===== src/rtl/imm_decode_stage_pkg.sv =====
// Shared opcode/funct3 constants and immediate-format encoding for the
// immediate decode stage.
package imm_decode_stage_pkg;

  localparam logic [6:0] OPC_LOAD      = 7'b0000011;
  localparam logic [6:0] OPC_FENCE     = 7'b0001111;
  localparam logic [6:0] OPC_OP_IMM    = 7'b0010011;
  localparam logic [6:0] OPC_AUIPC     = 7'b0010111;
  localparam logic [6:0] OPC_OP_IMM_32 = 7'b0011011;
  localparam logic [6:0] OPC_STORE     = 7'b0100011;
  localparam logic [6:0] OPC_OP        = 7'b0110011;
  localparam logic [6:0] OPC_LUI       = 7'b0110111;
  localparam logic [6:0] OPC_BRANCH    = 7'b1100011;
  localparam logic [6:0] OPC_JALR      = 7'b1100111;
  localparam logic [6:0] OPC_JAL       = 7'b1101111;
  localparam logic [6:0] OPC_SYSTEM    = 7'b1110011;

  localparam logic [2:0] F3_SLL     = 3'b001;
  localparam logic [2:0] F3_SRL_SRA = 3'b101;

  typedef enum logic [2:0] {
    FMT_NONE  = 3'd0,
    FMT_I     = 3'd1,
    FMT_SHAMT = 3'd2,
    FMT_S     = 3'd3,
    FMT_B     = 3'd4,
    FMT_U     = 3'd5,
    FMT_J     = 3'd6,
    FMT_CSR   = 3'd7
  } imm_fmt_e;

endpackage


===== src/rtl/imm_decode_stage_decode.sv =====
// Combinational immediate extractor: format, extended immediate and
// illegal-opcode flag from a 32-bit instruction word.
module imm_decode
  import imm_decode_stage_pkg::*;
#(
  parameter int XLEN = 32
) (
  input  logic [31:0]     inst,
  output logic [XLEN-1:0] imm,
  output imm_fmt_e        fmt,
  output logic            illegal
);

  localparam int SHAMT_W = (XLEN == 64) ? 6 : 5;
  localparam logic [5:0] SHAMT_MASK = 6'((1 << SHAMT_W) - 1);

  logic [6:0]  opcode;
  logic [2:0]  funct3;
  logic [31:0] raw;
  logic        sext;
  logic        word_op;

  assign opcode = inst[6:0];
  assign funct3 = inst[14:12];

  always_comb begin
    fmt     = FMT_NONE;
    illegal = 1'b0;
    raw     = '0;
    sext    = 1'b1;
    word_op = (opcode == OPC_OP_IMM_32);
    case (opcode)
      OPC_LUI, OPC_AUIPC: begin
        fmt = FMT_U;
        raw = {inst[31:12], 12'b0};
      end
      OPC_JAL: begin
        fmt = FMT_J;
        raw = {{11{inst[31]}}, inst[31], inst[19:12], inst[20], inst[30:21], 1'b0};
      end
      OPC_BRANCH: begin
        fmt = FMT_B;
        raw = {{19{inst[31]}}, inst[31], inst[7], inst[30:25], inst[11:8], 1'b0};
      end
      OPC_STORE: begin
        fmt = FMT_S;
        raw = {{20{inst[31]}}, inst[31:25], inst[11:7]};
      end
      OPC_LOAD, OPC_JALR: begin
        fmt = FMT_I;
        raw = {{20{inst[31]}}, inst[31:20]};
      end
      OPC_OP_IMM, OPC_OP_IMM_32: begin
        // OP-IMM-32 exists only on RV64; its shifts carry a 5-bit shamt.
        if (word_op && XLEN != 64) begin
          illegal = 1'b1;
        end else if (funct3 == F3_SLL || funct3 == F3_SRL_SRA) begin
          fmt  = FMT_SHAMT;
          sext = 1'b0;
          raw  = {26'b0, inst[25:20] & (word_op ? 6'h1F : SHAMT_MASK)};
        end else begin
          fmt = FMT_I;
          raw = {{20{inst[31]}}, inst[31:20]};
        end
      end
      OPC_SYSTEM: begin
        fmt  = FMT_CSR;
        sext = 1'b0;
        raw  = {27'b0, inst[19:15]};
      end
      OPC_OP, OPC_FENCE: ;
      default: illegal = 1'b1;
    endcase
    imm = sext ? XLEN'($signed(raw)) : XLEN'(raw);
  end

endmodule


===== src/rtl/imm_decode_stage.sv =====
// Immediate decode stage: combinational decode feeding a 2-entry skid FIFO
// with valid/ready handshakes on both sides.
module imm_decode_stage
  import imm_decode_stage_pkg::*;
#(
  parameter int XLEN  = 32,
  parameter int TAG_W = 32
) (
  input  logic             clk,
  input  logic             rst_n,
  input  logic             flush,
  input  logic             in_valid,
  output logic             in_ready,
  input  logic [31:0]      in_inst,
  input  logic [TAG_W-1:0] in_tag,
  output logic             out_valid,
  input  logic             out_ready,
  output logic [XLEN-1:0]  out_imm,
  output logic [2:0]       out_fmt,
  output logic             out_illegal,
  output logic [TAG_W-1:0] out_tag
);

  logic [XLEN-1:0]  dec_imm;
  imm_fmt_e         dec_fmt;
  logic             dec_illegal;

  logic [XLEN-1:0]  imm_q [2];
  imm_fmt_e         fmt_q [2];
  logic             ill_q [2];
  logic [TAG_W-1:0] tag_q [2];

  logic [1:0] count;
  logic       wr_ptr;
  logic       rd_ptr;
  logic       ready_en;
  logic       push;
  logic       pop;

  imm_decode #(.XLEN(XLEN)) u_decode (
    .inst    (in_inst),
    .imm     (dec_imm),
    .fmt     (dec_fmt),
    .illegal (dec_illegal)
  );

  // ready_en holds in_ready low through reset and releases it one edge later.
  assign in_ready  = ready_en && (count != 2'd2);
  assign out_valid = (count != 2'd0);
  assign push      = in_valid && in_ready && !flush;
  assign pop       = out_valid && out_ready && !flush;

  assign out_imm     = imm_q[rd_ptr];
  assign out_fmt     = fmt_q[rd_ptr];
  assign out_illegal = ill_q[rd_ptr];
  assign out_tag     = tag_q[rd_ptr];

  always_ff @(posedge clk or negedge rst_n) begin
    if (!rst_n) begin
      count    <= '0;
      wr_ptr   <= 1'b0;
      rd_ptr   <= 1'b0;
      ready_en <= 1'b0;
      for (int unsigned i = 0; i < 2; i++) begin
        imm_q[i] <= '0;
        fmt_q[i] <= FMT_NONE;
        ill_q[i] <= 1'b0;
        tag_q[i] <= '0;
      end
    end else begin
      ready_en <= 1'b1;
      if (flush) begin
        count  <= '0;
        wr_ptr <= 1'b0;
        rd_ptr <= 1'b0;
      end else begin
        if (push) begin
          imm_q[wr_ptr] <= dec_imm;
          fmt_q[wr_ptr] <= dec_fmt;
          ill_q[wr_ptr] <= dec_illegal;
          tag_q[wr_ptr] <= in_tag;
          wr_ptr        <= ~wr_ptr;
        end
        if (pop) rd_ptr <= ~rd_ptr;
        count <= count + 2'(push) - 2'(pop);
      end
    end
  end

endmodule


===== config.mk =====
export PLATFORM = sky130hd
export DESIGN_NAME = imm_decode_stage
export DESIGN_NICKNAME = d
export VERILOG_FILES = /design/src/rtl/imm_decode_stage_pkg.sv /design/src/rtl/imm_decode_stage_decode.sv /design/src/rtl/imm_decode_stage.sv
export SDC_FILE = /design/constraint.sdc
export NUM_CORES = 1
export LEC_CHECK = 0
export BUFFER_PORTS_ARGS = -buffer_cell sky130_fd_sc_hd__buf_2
export CORE_ASPECT_RATIO = 0.6
export CORE_MARGIN = 2
export CORE_UTILIZATION = 40
export CTS_CLUSTER_DIAMETER = 80
export CTS_CLUSTER_SIZE = 28
export DETAILED_ROUTE_END_ITERATION = 10
export PLACE_DENSITY_LB_ADDON = 0.3
export SYNTH_ARGS = -nofsm -noshare
export SYNTH_HDL_FRONTEND = slang
export SYNTH_HIERARCHICAL = 1
export SYNTH_SLANG_ARGS = --single-unit

===== constraint.sdc =====
create_clock -name clk -period 4 [get_ports clk]
set_input_delay 0.6 -clock clk [delete_from_list [all_inputs] [get_ports clk]]
set_output_delay 0.6 -clock clk [all_outputs]
set_load 0.01 [all_outputs]

==> results of run 1 <==
[cell type report]
cell class,instances,area share
clock inverter,13,0.0209
inverter,3,0.00133
clock buffer,19,0.0522
tap,234,0.0345
multi-input combinational,327,0.387
timing repair buffer,142,0.0886
sequential,141,0.416
[layout by cell type (no fill, tap or decap), types with 2 or more instances in the layout]
cell type | Yosys | final
buf_4 | 4 | 2
buf_2 | 15 | 137
o21ai_0 | 3 | 3
nor3_1 | 3 | 3
clkinvlp_4 | 0 | 2
nor2b_1 | 3 | 3
inv_1 | 2 | 2
mux2_4 | 40 | 40
o211ai_2 | 2 | 2
xor2_1 | 2 | 2
nand2_1 | 10 | 10
dfrtp_1 | 141 | 140
nand4_1 | 5 | 5
mux2_2 | 164 | 164
a22o_1 | 5 | 5
clkbuf_16 | 0 | 17
a21o_1 | 26 | 26
nor2_1 | 14 | 14
and2_1 | 11 | 11
clkinv_4 | 0 | 2
bufinv_16 | 0 | 3
and3_1 | 4 | 4
buf_12 | 0 | 2
or3_1 | 2 | 2
inv_6 | 0 | 5
a21oi_1 | 5 | 5
nand3b_1 | 2 | 2
or2_2 | 2 | 2
ha_1 | 2 | 2
[worst max-delay path, cell delays in order, from the launching register on]
cell and delay (ps):
dfrtp_4 1120, mux2_2 450, buf_2 150
[power by group through the flow]
stage | clock, mW | sequential, mW | combinational [mW]
after global routing | 1.79 | 1.81 | 0.821
after global placement | 0 | 1.78 | 0.739
final | 1.67 | 1.77 | 0.758
after floorplan | 0 | 1.73 | 0.545
after CTS | 1.71 | 1.77 | 0.768
after detailed placement | 0 | 1.80 | 0.760
[state kept, by name, summed over array words and instances, names as in the netlist]
register and flops:
count 2, tag_q 64, wr_ptr 1, ready_en 1
rd_ptr 1, ill_q 2, fmt_q 6, imm_q 64
[logic make-up after synthesis]
family | Yosys count | synth area share
buffers and inverters | 33 | 0.0279
multiplexers | 205 | 0.351
other | 1 | 0.000535
AND/OR/NAND/NOR | 64 | 0.0511
flip-flops | 141 | 0.504
AO/OA/AOI/OAI | 53 | 0.0602
XOR/XNOR | 2 | 0.00250
adder cells (fa/ha/maj) | 2 | 0.00357
[through the flow]
step	utilization	worst slack, ps	cells	total power [mW]	area [um2]
2_1_floorplan	-	2060	501	2.27	7010
3_3_place_gp	0.460	1430	847	2.52	7870
3_5_place_dp	0.460	1500	847	2.56	7870
4_1_cts	0.496	1230	879	4.25	8490
5_1_grt	0.496	1140	879	4.41	8490
6_report	0.496	1230	879	4.20	8490
[path summary, 6_finish.rpt]
kind                       startpoint     endpoint  depth (start not counted)
min in group clk            in_tag[1]     tag_q[1]                          2
hold reg to reg             imm_q[12]    imm_q[12]                          1
hold / removal                  rst_n    tag_q[60]                          1
max in group asynchronous       rst_n    imm_q[53]                          2
setup reg to reg             count[0]    tag_q[63]                          4
setup / recovery               rd_ptr  out_imm[29]                          2
[per-layer routing]
layer / vias up / GRT usage / wire [um]
met2: 154 / 0.282 / 7290
li1: 2082 / - / -
met1: 2325 / 0.286 / 8400
met5: - / 0 / 0
met4: 0 / 0.0470 / 131
met3: 17 / 0.0458 / 1140
==> results.cfg, run 1 <==
[synth]
async_reset_ff_frac = 1.00
ys_types = 48
syn_inst = 501
synthTopCellsByArea = dfrtp_1 (50%), mux2_2 (26%), mux2_4 (8.6%)
yosysTopAreaCellShare = 0.504
syn_nets = 572
ys_seq_area_frac = 0.504
avgSynthCellArea_um2 = 14.0
synth_commonest_cells = mux2_2 (164), dfrtp_1 (141), mux2_4 (40)
ys_ff_latch = 141
yosys_most_used_dff = dfrtp_1
yosysWarnings = 6
yosys.area.top_type = dfrtp_1
yosysMostFrequentCell = mux2_2
synth_edf_count = 0
synthesis.area_mm2 = 0.00701

[timing]
slew_headroom = 0.262
fin_skew_ps = 13.7
fin_crit_sh = 0.691
min_period_ps = 2770
rsz0062_at_grt = false
fmax_mhz = 362
hold_viol_final = 0
setup_tns_ps = 0
setup_viol = 0
slew_viol_final = 0
worst_slew_pin_slew_ps = 1100
whs_ps = 256

[detailed_routing]
route.detailed.drc = 0
vias = 4578
wl_mm = 17.0
routedWlPerCell_um = 19.3
drt-initial-drc-count = 301
drt-pass1-iter-count = 4
final_antenna_net_count = 0
vias_per_cell = 5.21

[clocking]
root_buffer = clkbuf_16
cts_made_buffers = 17
ctsHoldBuffers = 0
clock_latency_ps = 420
clk_pin_slew_ps = 60
cts.repair.resized = 0
cts_tree = done
clock-sinks = 141
htree_levels = 4
post_cts_buffers = 0
clockBufferDepth = 2

[place]
portBuffers = 138
dpl.hpwl_mm = 11.3
routabilityCongestion = 0.812

[die]
chipWidth_um = 175
die_height_um = 107
dieArea_mm2 = 0.0186
start_util = 0.409
placementRows = 37
io_pins = 139
coreArea_mm2 = 0.0171

[layout]
fin_nets = 703
regArea_mm2 = 0.00353
fill_cells = 1524
syn2layout_area_growth_pct = 21.2
multiInputGateArea_mm2 = 0.00328
num_antenna_cells = 0
drive_gt1_frac = 0.605

[global_routing]
grt.total_usage = 0.193
grt_max_degree = 87
grt_pass1_wl_mm = 27.6
overflow = 0
antenna_found_initial = 0
grt_pass1_vias = 4904

[hold_path]
hold_path.class = in -> async

[setup_path]
crit_fanout = 69
worst_setup_path_end_kind = output port
cp-start-kind = flip-flop
crit_type = reg -> out
critical_path_required_ps = 3400
r2r_setup_slack_ps = 1890
crit_arrival_ps = 2170

[power]
powerDensity_mw_per_mm2 = 495
p_switching_mw = 1.10
p_leak_nw = 4.53
ir_drop_mv = 0.275
p_int_mw = 3.10
power_frac_clock = 0.398
p_sw_frac = 0.263
power_frac_seq = 0.422
comb_power_share = 0.180

[status]
status = finished clean

[run]
max_cap_violations = 0
Note: power is estimated with default switching activity, not from simulation.
==> run 2: changes to the inputs <==
==> constraint.sdc (replaced) <==
create_clock -name clk -period 2.3 [get_ports clk]
set_input_delay 0.345 -clock clk [delete_from_list [all_inputs] [get_ports clk]]
set_output_delay 0.345 -clock clk [all_outputs]
set_load 0.01 [all_outputs]
==> run 2 against run 1 <==
Effect of this change:
- sequential power is 72% higher
- clock power is 75% higher
- wire length is 0.22% lower
- register-to-register slack worse by 1400 ps
- die area stayed put
- clock-buffer cell count stayed put
- critical path type unchanged
- clock skew is 5.7 ps lower
- largest cell class unchanged
==> results.cfg, run 2 (synthesized netlist as in run 1, its figures left out) <==
[global_routing]
grt_pass1_wl_mm = 26.6
antenna_found_initial = 0
overflow = 0
grt_max_degree = 48
grt.total_usage = 0.186
grt_pass1_vias = 4913

[detailed_routing]
drt-initial-drc-count = 225
routedWlPerCell_um = 19.0
vias_per_cell = 5.17
final_antenna_net_count = 0
route.detailed.drc = 0
wl_mm = 16.9
drt-pass1-iter-count = 4
vias = 4592

[setup_path]
crit_fanout = 21
critical_path_required_ps = 1960
cp-start-kind = flip-flop
crit_arrival_ps = 1760
worst_setup_path_end_kind = output port
crit_type = reg -> out

[clocking]
htree_levels = 4
cts_tree = done
clock_latency_ps = 410
clk_pin_slew_ps = 60
cts_made_buffers = 17
clockBufferDepth = 2
root_buffer = clkbuf_16
clock-sinks = 141

[die]
start_util = 0.409
placementRows = 37
dieArea_mm2 = 0.0186
chipWidth_um = 175
die_height_um = 107
coreArea_mm2 = 0.0171
io_pins = 139

[layout]
syn2layout_area_growth_pct = 23.1
drive_gt1_frac = 0.608
top_regs = imm_q x64, tag_q x64, fmt_q x6
multiInputGateArea_mm2 = 0.00328
final_common_cell = mux2_2
finalInstanceArea_mm2 = 0.00863
num_antenna_cells = 0
final_cell_mix = mux2_2 (164), dfrtp_1 (140), buf_2 (137)
regArea_mm2 = 0.00353
fin_nets = 713
fill_cells = 1504

[power]
powerDensity_mw_per_mm2 = 853
ir_drop_mv = 0.456
p_leak_nw = 4.59

[status]
status = finished clean

[timing]
setup_tns_ps = 0
slew_viol_final = 0
worst_slew_pin_slew_ps = 1060
slew_headroom = 0.290
hold_viol_final = 0
rsz0062_at_grt = false
min_period_ps = 2110
fin_crit_sh = 0.916
fmax_mhz = 475
setup_viol = 0
fin_skew_ps = 8.00

[place]
post_dp_cell_area_mm2 = 0.00798
routabilityCongestion = 0.793
portBuffers = 138
dpl.hpwl_mm = 11.5

[run]
max_cap_violations = 0

[hold_path]
hold_path.class = in -> reg
## run 2: cell types whose count changed in the layout (fill, tap and decap cells not counted), sizes merged
cell	before	now
inv	9	6
bufinv	3	4
dlygate4sd3	0	1
clkinvlp	2	3
clkinv	2	3
buf	142	151
## run 2: final timing paths
path / from / cells past startpoint / endpoint / slack [ps]
max: rd_ptr / 3 / out_tag[29] / 190
min reg2reg: imm_q[39] / 1 / imm_q[39] / 500
max reg2reg: count[1] / 9 / count[1] / 530
min: in_tag[9] / 2 / tag_q[41] / 180
max in group asynchronous: rst_n / 3 / imm_q[63] / 1310
min in group asynchronous: rst_n / 2 / imm_q[32] / 360
## run 2: stage by stage
stage | hold WS [ps] | total power [mW] | utilization | std cells | worst slack [ps]
2_1_floorplan | 49.4 | 3.95 | - | 501 | 583
3_3_place_gp | 215 | 4.42 | 0.466 | 855 | 88.9
3_5_place_dp | 219 | 4.47 | 0.466 | 855 | 99.0
4_1_cts | 163 | 7.43 | 0.503 | 888 | 36.4
5_1_grt | 165 | 7.71 | 0.504 | 889 | 121
6_report | 178 | 7.36 | 0.504 | 889 | 193
## run 2: power breakdown
part           total, mW  switching (mW)  internal, mW  leakage (nW)
Clock               2.92            1.09          1.82         0.294
Combinational       1.40           0.586         0.814          2.46
Sequential          3.04           0.196          2.84          1.84
Total               7.36            1.88          5.48          4.59
## run 2: cell type report
type	instances	share of cell area
sequential	141	0.409
multi-input combinational	327	0.381
timing repair buffer	152	0.103
clock buffer	19	0.0502
tap	234	0.0339
clock inverter	13	0.0218
inverter	3	0.00131
## run 2: layer usage
layer,wire (um),global-route usage,up-vias
li1,-,-,2099
met1,8680,0.271,2358
met2,7210,0.283,123
met3,887,0.0426,12
met4,151,0.0429,0
met5,0,0,-
## run 2: timing repair
action | 4_1_cts | 5_1_grt
buffers inserted | 0 | 1
hold buffers | 1 | 0
gates resized for setup | 0 | 0
setup endpoints to repair | 0 | 1
endpoints found under the hold margin | 20 | 0
## run 2: worst max-delay path, stage by stage, from the launching register on
cell and delay, ps:
dfrtp_4 600, buf_12 230, mux2_2 380, buf_2 140
==> run 3: changes to the inputs <==
--- a/config.mk
+++ b/config.mk
@@ -8,7 +8,7 @@
 export BUFFER_PORTS_ARGS = -buffer_cell sky130_fd_sc_hd__buf_2
 export CORE_ASPECT_RATIO = 0.6
 export CORE_MARGIN = 2
-export CORE_UTILIZATION = 40
+export CORE_UTILIZATION = 39
 export CTS_CLUSTER_DIAMETER = 80
 export CTS_CLUSTER_SIZE = 28
 export DETAILED_ROUTE_END_ITERATION = 10
==> run 3 against run 2 <==
Effect of this change:
- critical path depth stayed put
- register-to-register slack worse by 30 ps
- non-clock buffer count is 4 lower
- clock skew is 4.8 ps higher
- first-iteration DRC count is 5.8% lower
- maximum frequency is 1.2% lower
- combinational power hardly changed
- clock-buffer cell count is 1 higher
- sequential power hardly changed
- critical path type unchanged
==> results.cfg, run 3 (synthesized netlist as in run 1, its figures left out) <==
[power]
p_sw_frac = 0.255
power_frac_clock = 0.398
comb_power_share = 0.189
power_frac_seq = 0.412
ir_drop_mv = 0.418
p_int_mw = 5.47
p_switching_mw = 1.87
p_leak_nw = 4.57
power_mw = 7.34
powerDensity_mw_per_mm2 = 856

[die]
start_util = 0.404
coreArea_mm2 = 0.0174
die_height_um = 108
chipWidth_um = 177
placementRows = 37
io_pins = 139
dieArea_mm2 = 0.0191

[place]
post_dp_cell_area_mm2 = 0.00795
place_ws_ps = 166
routabilityCongestion = 0.924
dpl.hpwl_mm = 11.3
portBuffers = 138

[layout]
top_regs = imm_q x64, tag_q x64, fmt_q x6
fin_nets = 709
num_antenna_cells = 0
final_cell_mix = mux2_2 (164), dfrtp_1 (140), buf_2 (137)
syn2layout_area_growth_pct = 22.4
final_common_cell = mux2_2
finalInstanceArea_mm2 = 0.00858
drive_gt1_frac = 0.604

[timing]
rsz0062_at_grt = false
slew_headroom = 0.349
setup_tns_ps = 0
setup_viol = 0
fin_ws_ps = 168
worst_slew_pin_slew_ps = 972
hold_viol_final = 0
fin_skew_ps = 12.8
min_period_ps = 2130
slew_viol_final = 0
fin_crit_sh = 0.927
fmax_mhz = 469

[detailed_routing]
final_antenna_net_count = 0
vias_per_cell = 5.17
wl_mm = 16.3
vias = 4578
routedWlPerCell_um = 18.5
route.detailed.drc = 0
drt-pass1-iter-count = 4
drt-initial-drc-count = 212

[clocking]
htree_levels = 4
cts_made_buffers = 17
clk_pin_slew_ps = 60
post_cts_buffers = 0
cts_tree = done
root_buffer = clkbuf_16
ctsHoldBuffers = 1
clock_latency_ps = 410
clock-sinks = 141
clockBufferDepth = 2
cts.repair.resized = 0

[setup_path]
critical_path_required_ps = 1960
slowest_stage = dfrtp_4
cp-start-kind = flip-flop
cp_num_buf_inv = 2
worst_setup_path_end_kind = output port
crit_arrival_ps = 1790
slowest_delay_ps = 510
cp_cell_sequence = buf_12, mux2_2, buf_2
crit_fanout = 38
crit_type = reg -> out
cp_top_family = flip-flops

[status]
status = finished clean

[global_routing]
antenna_found_initial = 0
grt_pass1_vias = 4797
grt_pass1_wl_mm = 25.7
grt_max_degree = 62
grt_use_met3 = 0.0491
overflow = 0
grt_most_used_layer = met2
grt.total_usage = 0.176
met1_usage = 0.246
grt_use_met2 = 0.267

[run]
max_cap_violations = 0

[hold_path]
hold_path.class = in -> reg
run 3: cell count changes in the layout (fill, tap and decap cells not counted):
cell and delta:
clkbuf_1 +1, buf_8 -1, clkinv_2 -2, buf_4 -2, clkinv_4 +1, buf_12 -1
run 3: final cells by class:
class / count / area [um2]
fill: 1521 / 8780
sequential: 141 / 3530
multi-input combinational: 327 / 3280
timing repair buffer: 148 / 837
clock buffer: 20 / 437
tap: 234 / 293
clock inverter: 12 / 186
inverter: 3 / 11.3
run 3: metal layers:
layer	share of wire	up-vias
li1	-	2103
met2	0.44	163
met3	0.072	14
met5	0	-
met1	0.48	2298
met4	0.0074	0
run 3: worst reg2reg max path: stages, from the launching register on:
cell	delay (ps)
dfrtp_1	420
nand2b_2	130
and2_1	160
nand3b_1	90
ha_1	280
inv_1	40
ha_1	180
xor2_1	150
and2_1	150
nor3_1	120
run 3: path summary, 6_finish.rpt:
check	from	endpoint	slack, ps	cells after the start
setup / recovery	rd_ptr	out_imm[1]	170	3
hold reg to reg	imm_q[13]	imm_q[13]	500	1
setup reg to reg	count[1]	count[1]	500	9
max in group asynchronous	rst_n	imm_q[35]	1160	3
min in group asynchronous	rst_n	tag_q[63]	490	2
hold / removal	in_tag[12]	tag_q[12]	170	2
run 3: power by group through the flow:
| stage | combinational (mW) | sequential [mW] | clock, mW |
|---|---|---|---|
| finish | 1.39 | 3.03 | 2.92 |
| global route | 1.51 | 3.07 | 3.11 |
| CTS | 1.41 | 3.03 | 2.99 |
| detailed placement | 1.39 | 3.07 | 0 |
| global placement | 1.36 | 3.04 | 0 |
| floorplan | 0.947 | 3.00 | 0 |
run 3: per-stage QoR:
stage | hold WS, ps | instances | utilization
after floorplan | 49.4 | 501 | -
after CTS | 157 | 885 | 0.494
after global routing | 155 | 885 | 0.494
final | 174 | 885 | 0.494
after global placement | 363 | 852 | 0.458
after detailed placement | 368 | 852 | 0.458
